`src/rtl/spi_core.sv`:
```
//------------------------------------------------------------------------------
// Module  : spi_core
// Purpose : SPI master, one full-duplex DWIDTH-bit transfer per host write,
//           MSB first, sclk idle low.
// Revision: 1.0
//------------------------------------------------------------------------------
`default_nettype none

module spi_core #(
  parameter int DWIDTH  = 8,
  parameter int CLK_DIV = 1
) (
  input  logic              clk,
  input  logic              rst,
  input  logic              cs,
  input  logic              rd,
  input  logic              wr,
  input  logic [DWIDTH-1:0] din,
  output logic [DWIDTH-1:0] dout,
  input  logic              miso,
  output logic              mosi,
  output logic              sclk,
  output logic              done
);

  localparam int unsigned c_CNT_W = $clog2(DWIDTH + 1);
  localparam int unsigned c_DIV_W = $clog2(CLK_DIV + 1);
  localparam logic [c_CNT_W-1:0] c_BITS     = c_CNT_W'(DWIDTH);
  localparam logic [c_DIV_W-1:0] c_DIV_LAST = c_DIV_W'(CLK_DIV - 1);

  typedef enum logic [1:0] {
    S_IDLE   = 2'd0,
    S_HIGH   = 2'd1,
    S_LOW    = 2'd2,
    S_FINISH = 2'd3
  } state_t;

  state_t              r_state;
  state_t              w_next;
  logic [c_DIV_W-1:0]  r_div;
  logic [c_CNT_W-1:0]  r_cnt;
  logic [DWIDTH-1:0]   r_tx;
  logic [DWIDTH-1:0]   r_rx;
  logic [DWIDTH-1:0]   r_dout;
  logic                r_mosi;
  logic                r_sclk;
  logic                r_done;

  logic                w_start;
  logic                w_phase_first;
  logic                w_phase_end;
  logic [c_CNT_W-1:0]  w_cnt_inc;
  logic [c_CNT_W-1:0]  w_cnt_now;

  assign w_start       = cs && wr && !rd && r_done && (r_state == S_IDLE);
  assign w_phase_first = (r_div == '0);
  assign w_phase_end   = (r_div == c_DIV_LAST);
  assign w_cnt_inc     = r_cnt + 1'b1;
  // With CLK_DIV=1 the LOW entry and exit share one edge, so the count
  // has not been bumped yet when the exit decision is made.
  assign w_cnt_now     = w_phase_first ? w_cnt_inc : r_cnt;

  always_comb begin
    w_next = r_state;
    case (r_state)
      S_IDLE:   if (w_start) w_next = S_HIGH;
      S_HIGH:   if (w_phase_end) w_next = S_LOW;
      S_LOW:    if (w_phase_end) w_next = (w_cnt_now < c_BITS) ? S_HIGH : S_FINISH;
      S_FINISH: w_next = S_IDLE;
      default:  w_next = S_IDLE;
    endcase
  end

  always_ff @(posedge clk) begin
    if (!rst) r_state <= S_IDLE;
    else      r_state <= w_next;
  end

  always_ff @(posedge clk) begin
    if (!rst) begin
      r_div  <= '0;
      r_cnt  <= '0;
      r_tx   <= '0;
      r_rx   <= '0;
      r_dout <= '0;
      r_mosi <= 1'b0;
      r_sclk <= 1'b0;
      r_done <= 1'b1;
    end else begin
      case (r_state)
        S_IDLE: begin
          r_div <= '0;
          if (w_start) begin
            r_tx   <= din;
            r_mosi <= din[DWIDTH-1];
            r_cnt  <= '0;
            r_done <= 1'b0;
          end
        end
        S_HIGH: begin
          if (w_phase_first) begin
            r_sclk <= 1'b1;
            // Slave bit presented after the previous falling edge.
            if (r_cnt != '0) r_rx <= {r_rx[DWIDTH-2:0], miso};
          end
          r_div <= w_phase_end ? '0 : r_div + 1'b1;
        end
        S_LOW: begin
          if (w_phase_first) begin
            r_sclk <= 1'b0;
            r_tx   <= r_tx << 1;
            r_mosi <= (w_cnt_inc < c_BITS) ? r_tx[DWIDTH-2] : 1'b0;
            r_cnt  <= w_cnt_inc;
          end
          r_div <= w_phase_end ? '0 : r_div + 1'b1;
        end
        S_FINISH: begin
          r_dout <= {r_rx[DWIDTH-2:0], miso};
          r_done <= 1'b1;
          r_sclk <= 1'b0;
          r_div  <= '0;
        end
        default: r_div <= '0;
      endcase
    end
  end

  assign dout = r_dout;
  assign mosi = r_mosi;
  assign sclk = r_sclk;
  assign done = r_done;

endmodule

`default_nettype wire

```
`config.mk`:
```
export PLATFORM = sky130hd
export DESIGN_NAME = spi_core
export DESIGN_NICKNAME = d
export VERILOG_FILES = /design/src/rtl/spi_core.sv
export SDC_FILE = /design/constraint.sdc
export NUM_CORES = 1
export LEC_CHECK = 0
export CAP_MARGIN = 20
export CORE_MARGIN = 2
export CORE_UTILIZATION = 45
export CTS_CLUSTER_DIAMETER = 150
export DETAILED_ROUTE_END_ITERATION = 6
export PLACE_DENSITY = 0.8
export RECOVER_POWER = 50
export SKIP_LAST_GASP = 1
export SLEW_MARGIN = 20
export SYNTH_ARGS = -nofsm -noshare
export SYNTH_HDL_FRONTEND = slang
export SYNTH_SLANG_ARGS = --single-unit
```
`constraint.sdc`:
```
create_clock -name clk -period 1.3 [get_ports clk]
set_clock_uncertainty 0.1 [all_clocks]
set_input_delay 0.195 -clock clk [delete_from_list [all_inputs] [get_ports clk]]
set_output_delay 0.195 -clock clk [all_outputs]
set_load 0.1 [all_outputs]
```
=== Word-level counts from Yosys, hierarchy flattened ===
Index checks and enable logic that the tools add are counted.
Widths: inputs -> output; s select.

* Bits in registers: 32
* Input port bits: 14
* Output and inout bits: 11
* Word-level logic and storage cells: 60

* Add/sub/neg operators: 2
* Order comparisons: 2
* Equal/unequal tests: 6
* Mux-type cells: 22
* Bitwise operators: 1
* Reductions and logical operators: 18

{| class="wikitable"
|+ Operator list
! operator !! count
|-
| $mux 7 || 2
|-
| $pmux 7 s2 || 1
|-
| $reduce_and 3->1 || 4
|-
| $lt 4x4->1 const B || 2
|-
| $mux 2 || 4
|-
| $mux 4 || 2
|-
| $pmux 2 s4 || 1
|-
| $pmux 4 s2 || 1
|-
| $mux 1 || 7
|-
| $ne 2x2->1 const B || 3
|-
| $pmux 1 s2 || 3
|-
| $add 4x1->4 const B || 1
|-
| $eq 2x2->1 const B || 2
|-
| $logic_and 1x1->1 || 4
|-
| $reduce_and 2->1 || 2
|-
| $reduce_bool 2->1 || 2
|-
| $reduce_bool 4->1 || 1
|-
| $reduce_or 2->1 || 2
|-
| $pmux 1 s3 || 1
|-
| $reduce_bool 3->1 || 1
|-
| $eq 2x1->1 const B || 1
|-
| $logic_not 2->1 || 1
|-
| $add 1x1->1 const B || 1
|-
| $logic_not 1->1 || 1
|-
| $not 1->1 || 1
|}

=== Longest topological paths before layout ===
Gate-level depths: netlist of run 1.

* Word-level depth: 6
* Depth in mapped cells: 6
* Mapped depth without buffers: 5

=== Worst setup path after synthesis of run 1 ===
OpenSTA, ideal clock, no wires.

* Path type: register to register
* Start: register r_done (netlist: done)
* End: register r_tx[1]
* Library setup time: 119 ps
* Data arrival time: 1754 ps
* Data required time: 1081 ps
* Setup slack: -673 ps
* Cell stages (with the launch flop): 4
* Buffers on the path: 0
* Period minus slack after synthesis: 1973 ps
* Cells stage by stage: dfxtp_1 > and4b_2 > nand2_1 > o221a_2

* Word-level cells in the longest chain between the ends: 4

{| class="wikitable"
|+ RTL lines
! what !! line !! RTL
|-
| from (decl) || 47 || <nowiki>logic r_done;</nowiki>
|-
| from (signal assigned) || 88 || <nowiki>r_done <= 1'b1;</nowiki>
|-
| from (signal assigned) || 97 || <nowiki>r_done <= 1'b0;</nowiki>
|-
| from (signal assigned) || 119 || <nowiki>r_done <= 1'b1;</nowiki>
|-
| $logic_and 1x1->1 (2 in series) || 55 || <nowiki>assign w_start = cs && wr && !rd && r_done && (r_state == S_IDLE);</nowiki>
|-
| $ne 2x2->1 (no source line) || - ||
|-
| $reduce_and 3->1 (no source line) || - ||
|-
| to (signal assigned) || 94 || <nowiki>r_tx <= din;</nowiki>
|-
| to (signal assigned) || 111 || <nowiki>r_tx <= r_tx << 1;</nowiki>
|-
| to (decl) || 42 || <nowiki>logic [DWIDTH-1:0] r_tx;</nowiki>
|}

No other way between the ends.
A chain may end at the register's enable or synchronous reset.

=== Final worst setup path of run 1 ===
* Start: register r_cnt[0]
* End: register r_rx[1]

* Word-level cells in the longest chain between the ends: 2

{| class="wikitable"
|+ RTL lines
! what !! line !! RTL
|-
| from (decl) || 41 || <nowiki>logic [c_CNT_W-1:0] r_cnt;</nowiki>
|-
| from (signal assigned) || 113 || <nowiki>r_cnt <= w_cnt_inc;</nowiki>
|-
| $reduce_bool 4->1 || 104 || <nowiki>if (r_cnt != '0) r_rx <= {r_rx[DWIDTH-2:0], miso};</nowiki>
|-
| $reduce_and 3->1 (no source line) || - ||
|-
| to (signal assigned) || 104 ||
|-
| to (decl) || 43 || <nowiki>logic [DWIDTH-1:0] r_rx;</nowiki>
|}

No other way between the ends.

==> results of run 1 <==
synth_stat cells, types with 2 or more instances:
master,n
sky130_fd_sc_hd__inv_1,4
sky130_fd_sc_hd__o21a_1,6
sky130_fd_sc_hd__nor3b_1,3
sky130_fd_sc_hd__nand2_1,13
sky130_fd_sc_hd__clkbuf_1,6
sky130_fd_sc_hd__mux2i_1,2
sky130_fd_sc_hd__a31oi_1,2
sky130_fd_sc_hd__a22oi_1,2
sky130_fd_sc_hd__nand2b_1,2
sky130_fd_sc_hd__ha_1,2
sky130_fd_sc_hd__a21oi_1,18
sky130_fd_sc_hd__dfxtp_1,31
sky130_fd_sc_hd__o21ai_0,10
sky130_fd_sc_hd__nor2_1,4
sky130_fd_sc_hd__buf_2,2
sky130_fd_sc_hd__o221a_2,4
sky130_fd_sc_hd__nand3_1,21
registers in the layout, indices dropped and copies added (netlist names):
| signal | cells |
|---|---|
| sclk | 1 |
| done | 1 |
| mosi | 1 |
| r_state | 2 |
| dout | 8 |
| r_cnt | 4 |
| r_tx | 7 |
| r_rx | 7 |
metrics by stage:
stage / hold WS [ns] / area (sq um) / total power [mW] / utilization / setup TNS (ns)
after floorplan: 0.235 / 1350 / 1.15 / - / -0.678
after global placement: 0.353 / 1850 / 1.27 / 0.665 / -4.04
after detailed placement: 0.361 / 1850 / 1.28 / 0.665 / -5.48
after CTS: 0.329 / 1960 / 1.91 / 0.704 / -0.0113
after global routing: 0.339 / 1910 / 1.98 / 0.687 / -0.649
final: 0.335 / 1910 / 1.89 / 0.687 / -0.129
logic make-up (layout without fill, tap and decap cells):
group / count (synthesis) / in the layout / share of synthesized area
simple gates: 53 / 53 / 0.225
compound gates: 47 / 47 / 0.231
flops: 31 / 31 / 0.468
buf+inv: 13 / 56 / 0.0415
fa+ha+maj: 2 / 2 / 0.0189
mux: 2 / 2 / 0.0151
power by group:
part	switching, mW	internal [mW]	total, mW
registers	0.0239	0.972	0.996
clock network	0.318	0.318	0.636
logic	0.137	0.125	0.262
worst max-delay path, stage by stage, from the launching register on:
cell	delay, ns
sky130_fd_sc_hd__dfxtp_2	0.33
sky130_fd_sc_hd__inv_2	0.06
sky130_fd_sc_hd__ha_4	0.13
sky130_fd_sc_hd__or3b_4	0.44
sky130_fd_sc_hd__nand3_2	0.10
sky130_fd_sc_hd__a21oi_1	0.07
path summary, 6_finish.rpt:
check	start	to	slack, ns
worst max-delay path	r_cnt[0]	r_rx[1]	-0.04
worst min-delay path	din[0]	r_tx[0]	0.34
worst max register to register	r_cnt[0]	r_rx[1]	-0.04
worst min register to register	dout[6]	dout[6]	0.36
repair_timing:
item	in CTS	in global routing
resized for setup	12	11
pin swaps	0	4
setup endpoints to repair	23	17
setup buffers	0	1
cloned	0	0
metal layers:
| metal | up-vias | global-route usage | wire length (um) |
|---|---|---|---|
| li1 | 630 | - | - |
| met1 | 574 | 0.228 | 1360 |
| met2 | 28 | 0.300 | 1580 |
| met3 | 5 | 0.0659 | 167 |
| met4 | 0 | 0.0698 | 57 |
| met5 | - | 0 | 0 |
final cells by class:
cell class | instances | area, sq um | share of cell area
multi-input cells | 104 | 724 | 0.379
flip-flops and latches | 31 | 643 | 0.336
repair buffers | 44 | 422 | 0.221
clock buffers | 8 | 68.8 | 0.0360
well taps | 31 | 38.8 | 0.0203
inverters | 4 | 15.0 | 0.00785
==> reports/results.txt, run 1 <==
In this run the number of H-tree levels came out at 2. The tools report the number of buffers added by the clock tree synthesis step as 5. The longest clock path from root to sink contains 2 buffers. Prior to clock tree synthesis, the placed netlist has a worst setup slack of -0.315 ns.

Once layout is complete, the cells apart from fillers number 222. The cell accounting for the most synthesized area is sky130_fd_sc_hd__dfxtp_1. The repair_antennas step left the layout with diodes totalling 0. The checks that failed: setup timing. Number of global-route vias before repair: 1112. From synthesis to final layout, the design area changed by 44.2%. The starting utilization of the core area was 0.477. Hold path depth: 3. After clock tree synthesis, the clock-pin slew on the worst setup and hold paths is 0.09 ns. The area share of the largest cell type after synthesis was 0.468. The total overflow left after global routing is 0.

CTS placed an instance of sky130_fd_sc_hd__clkbuf_4 at the clock tree root. For the pin with the worst max-slew slack, the measured transition is 0.280 ns. Data on the critical path is required at its endpoint by 1.41 ns. The critical path in this run is classified as flip-flop to flip-flop. The congestion estimate from routability-driven global placement came to 0.822. For the number of antenna violations at the first check in global routing, the log shows 0.

Arrival time at the worst endpoint: 1.46 ns. The floorplan has 19 rows. Number of different library cells in the post-synthesis netlist: 33. The shortest period the worst path allows is 1.34 ns.

The tools report the number of remaining DRC errors as 0. The most common cell after layout, fill and taps aside was sky130_fd_sc_hd__buf_4. The run gives 213 as the number of placed cells counting well taps.

Static timing analysis puts the maximum clock frequency at 744 MHz. The number of storage elements in the synthesis netlist is 31, and the post-DP HPWL is 2190 um. The layout has 209 filler cells. The detailed-route via count is 1237, and the chip height is 58.3 um. The core region is 2780 sq um.

In the layout the commonest cells are sky130_fd_sc_hd__buf_4 (17), sky130_fd_sc_hd__nand3_1 (16), sky130_fd_sc_hd__a21oi_1 (15), sky130_fd_sc_hd__dfxtp_2 (15), sky130_fd_sc_hd__dfxtp_1 (15). The overall die area is 3400 sq um, and the async set-reset flop share out of synthesis is 0. The first global-routing pass estimated 4780 um of wire.

In the synthesized netlist the dominant register cell turns out to be sky130_fd_sc_hd__dfxtp_1. The maximum fanout encountered on the critical timing path came out at 7. Setup repair after global routing could not meet its margin everywhere. The number of DRC violations after detailed-routing iteration 0 came out at 51.

The run finished, with violations left. The number of buffer cells added on primary ports was 24; the remaining max-slew budget at the tightest pin was 0.813. The final net count came out at 206.

The total power per unit cell area works out to 991 nW/um^2. Clock latency on the worst-skew pair, taken at its later pin, is 0.33 ns. The final hold violation count was 0; the mean routed wirelength per cell was 14.2 um. The detail route stage leaves a number of antenna-violating nets equal to 0.

The final max-slew violation count was 0; the highest ir drop seen on vdd was 1.06 mV. TritonCTS built the clock tree. Setup violations remaining at the end of the flow were counted as 7. The synthesized netlist net count was 164.

In this run, post-CTS hold repair placed 0 buffers. After technology mapping, the gate count stands at 148. The die is 58.3 um wide.

For this design the top-level I/O count stands at 25. Counting cells, the worst reg-to-reg path comes to 5. The category of the worst setup path capture point was a flip-flop. The part of the cycle the worst path needs works out to 1.03. The Yosys step of the flow raised 0 warnings. Type of the most critical hold path: primary input to flip-flop. Category of the worst setup path launch point: a flip-flop.

The tools report the total global-route track usage as 0.186. Entering global routing, the biggest net connects 14 pins. The final critical-path setup slack was -0.0444 ns; the total wire length was 3160 um.

The tool flagged a number of max-cap violations equal to 0. For the first-pass detailed-route iteration total, the log shows 4. The tree built by TritonCTS fans out to 31 sinks. For the share of the yosys chip area belonging to registers, the log shows 0.468. In this run the cell area of the synthesized design comes to 1330 sq um. Summed over all cells, the static leakage comes to 0.707 nW. The average via count per standard cell was 5.57. Ranked by total cell area, the synthesized netlist is headed by sky130_fd_sc_hd__dfxtp_1 (47%), sky130_fd_sc_hd__nand3_1 (7.9%), sky130_fd_sc_hd__a21oi_1 (6.8%), sky130_fd_sc_hd__o21ai_0 (3.8%), sky130_fd_sc_hd__nand2_1 (3.7%). The fraction of final layout cells with drive strength greater than 1 is 0.403, and the number of enable flip-flop cells after synthesis is 0. The mean area per synthesized cell is 8.96 sq um.
No activity file was read; power rests on OpenSTA's default activity.
==> run 2: changes to the inputs <==
--- a/config.mk
+++ b/config.mk
@@ -13,7 +13,6 @@
 export PLACE_DENSITY = 0.8
 export RECOVER_POWER = 50
 export SKIP_LAST_GASP = 1
-export SLEW_MARGIN = 20
 export SYNTH_ARGS = -nofsm -noshare
 export SYNTH_HDL_FRONTEND = slang
 export SYNTH_SLANG_ARGS = --single-unit
==> results of run 2 <==
Same layout as run 1: the final DEF is identical, and so are final timing and power.
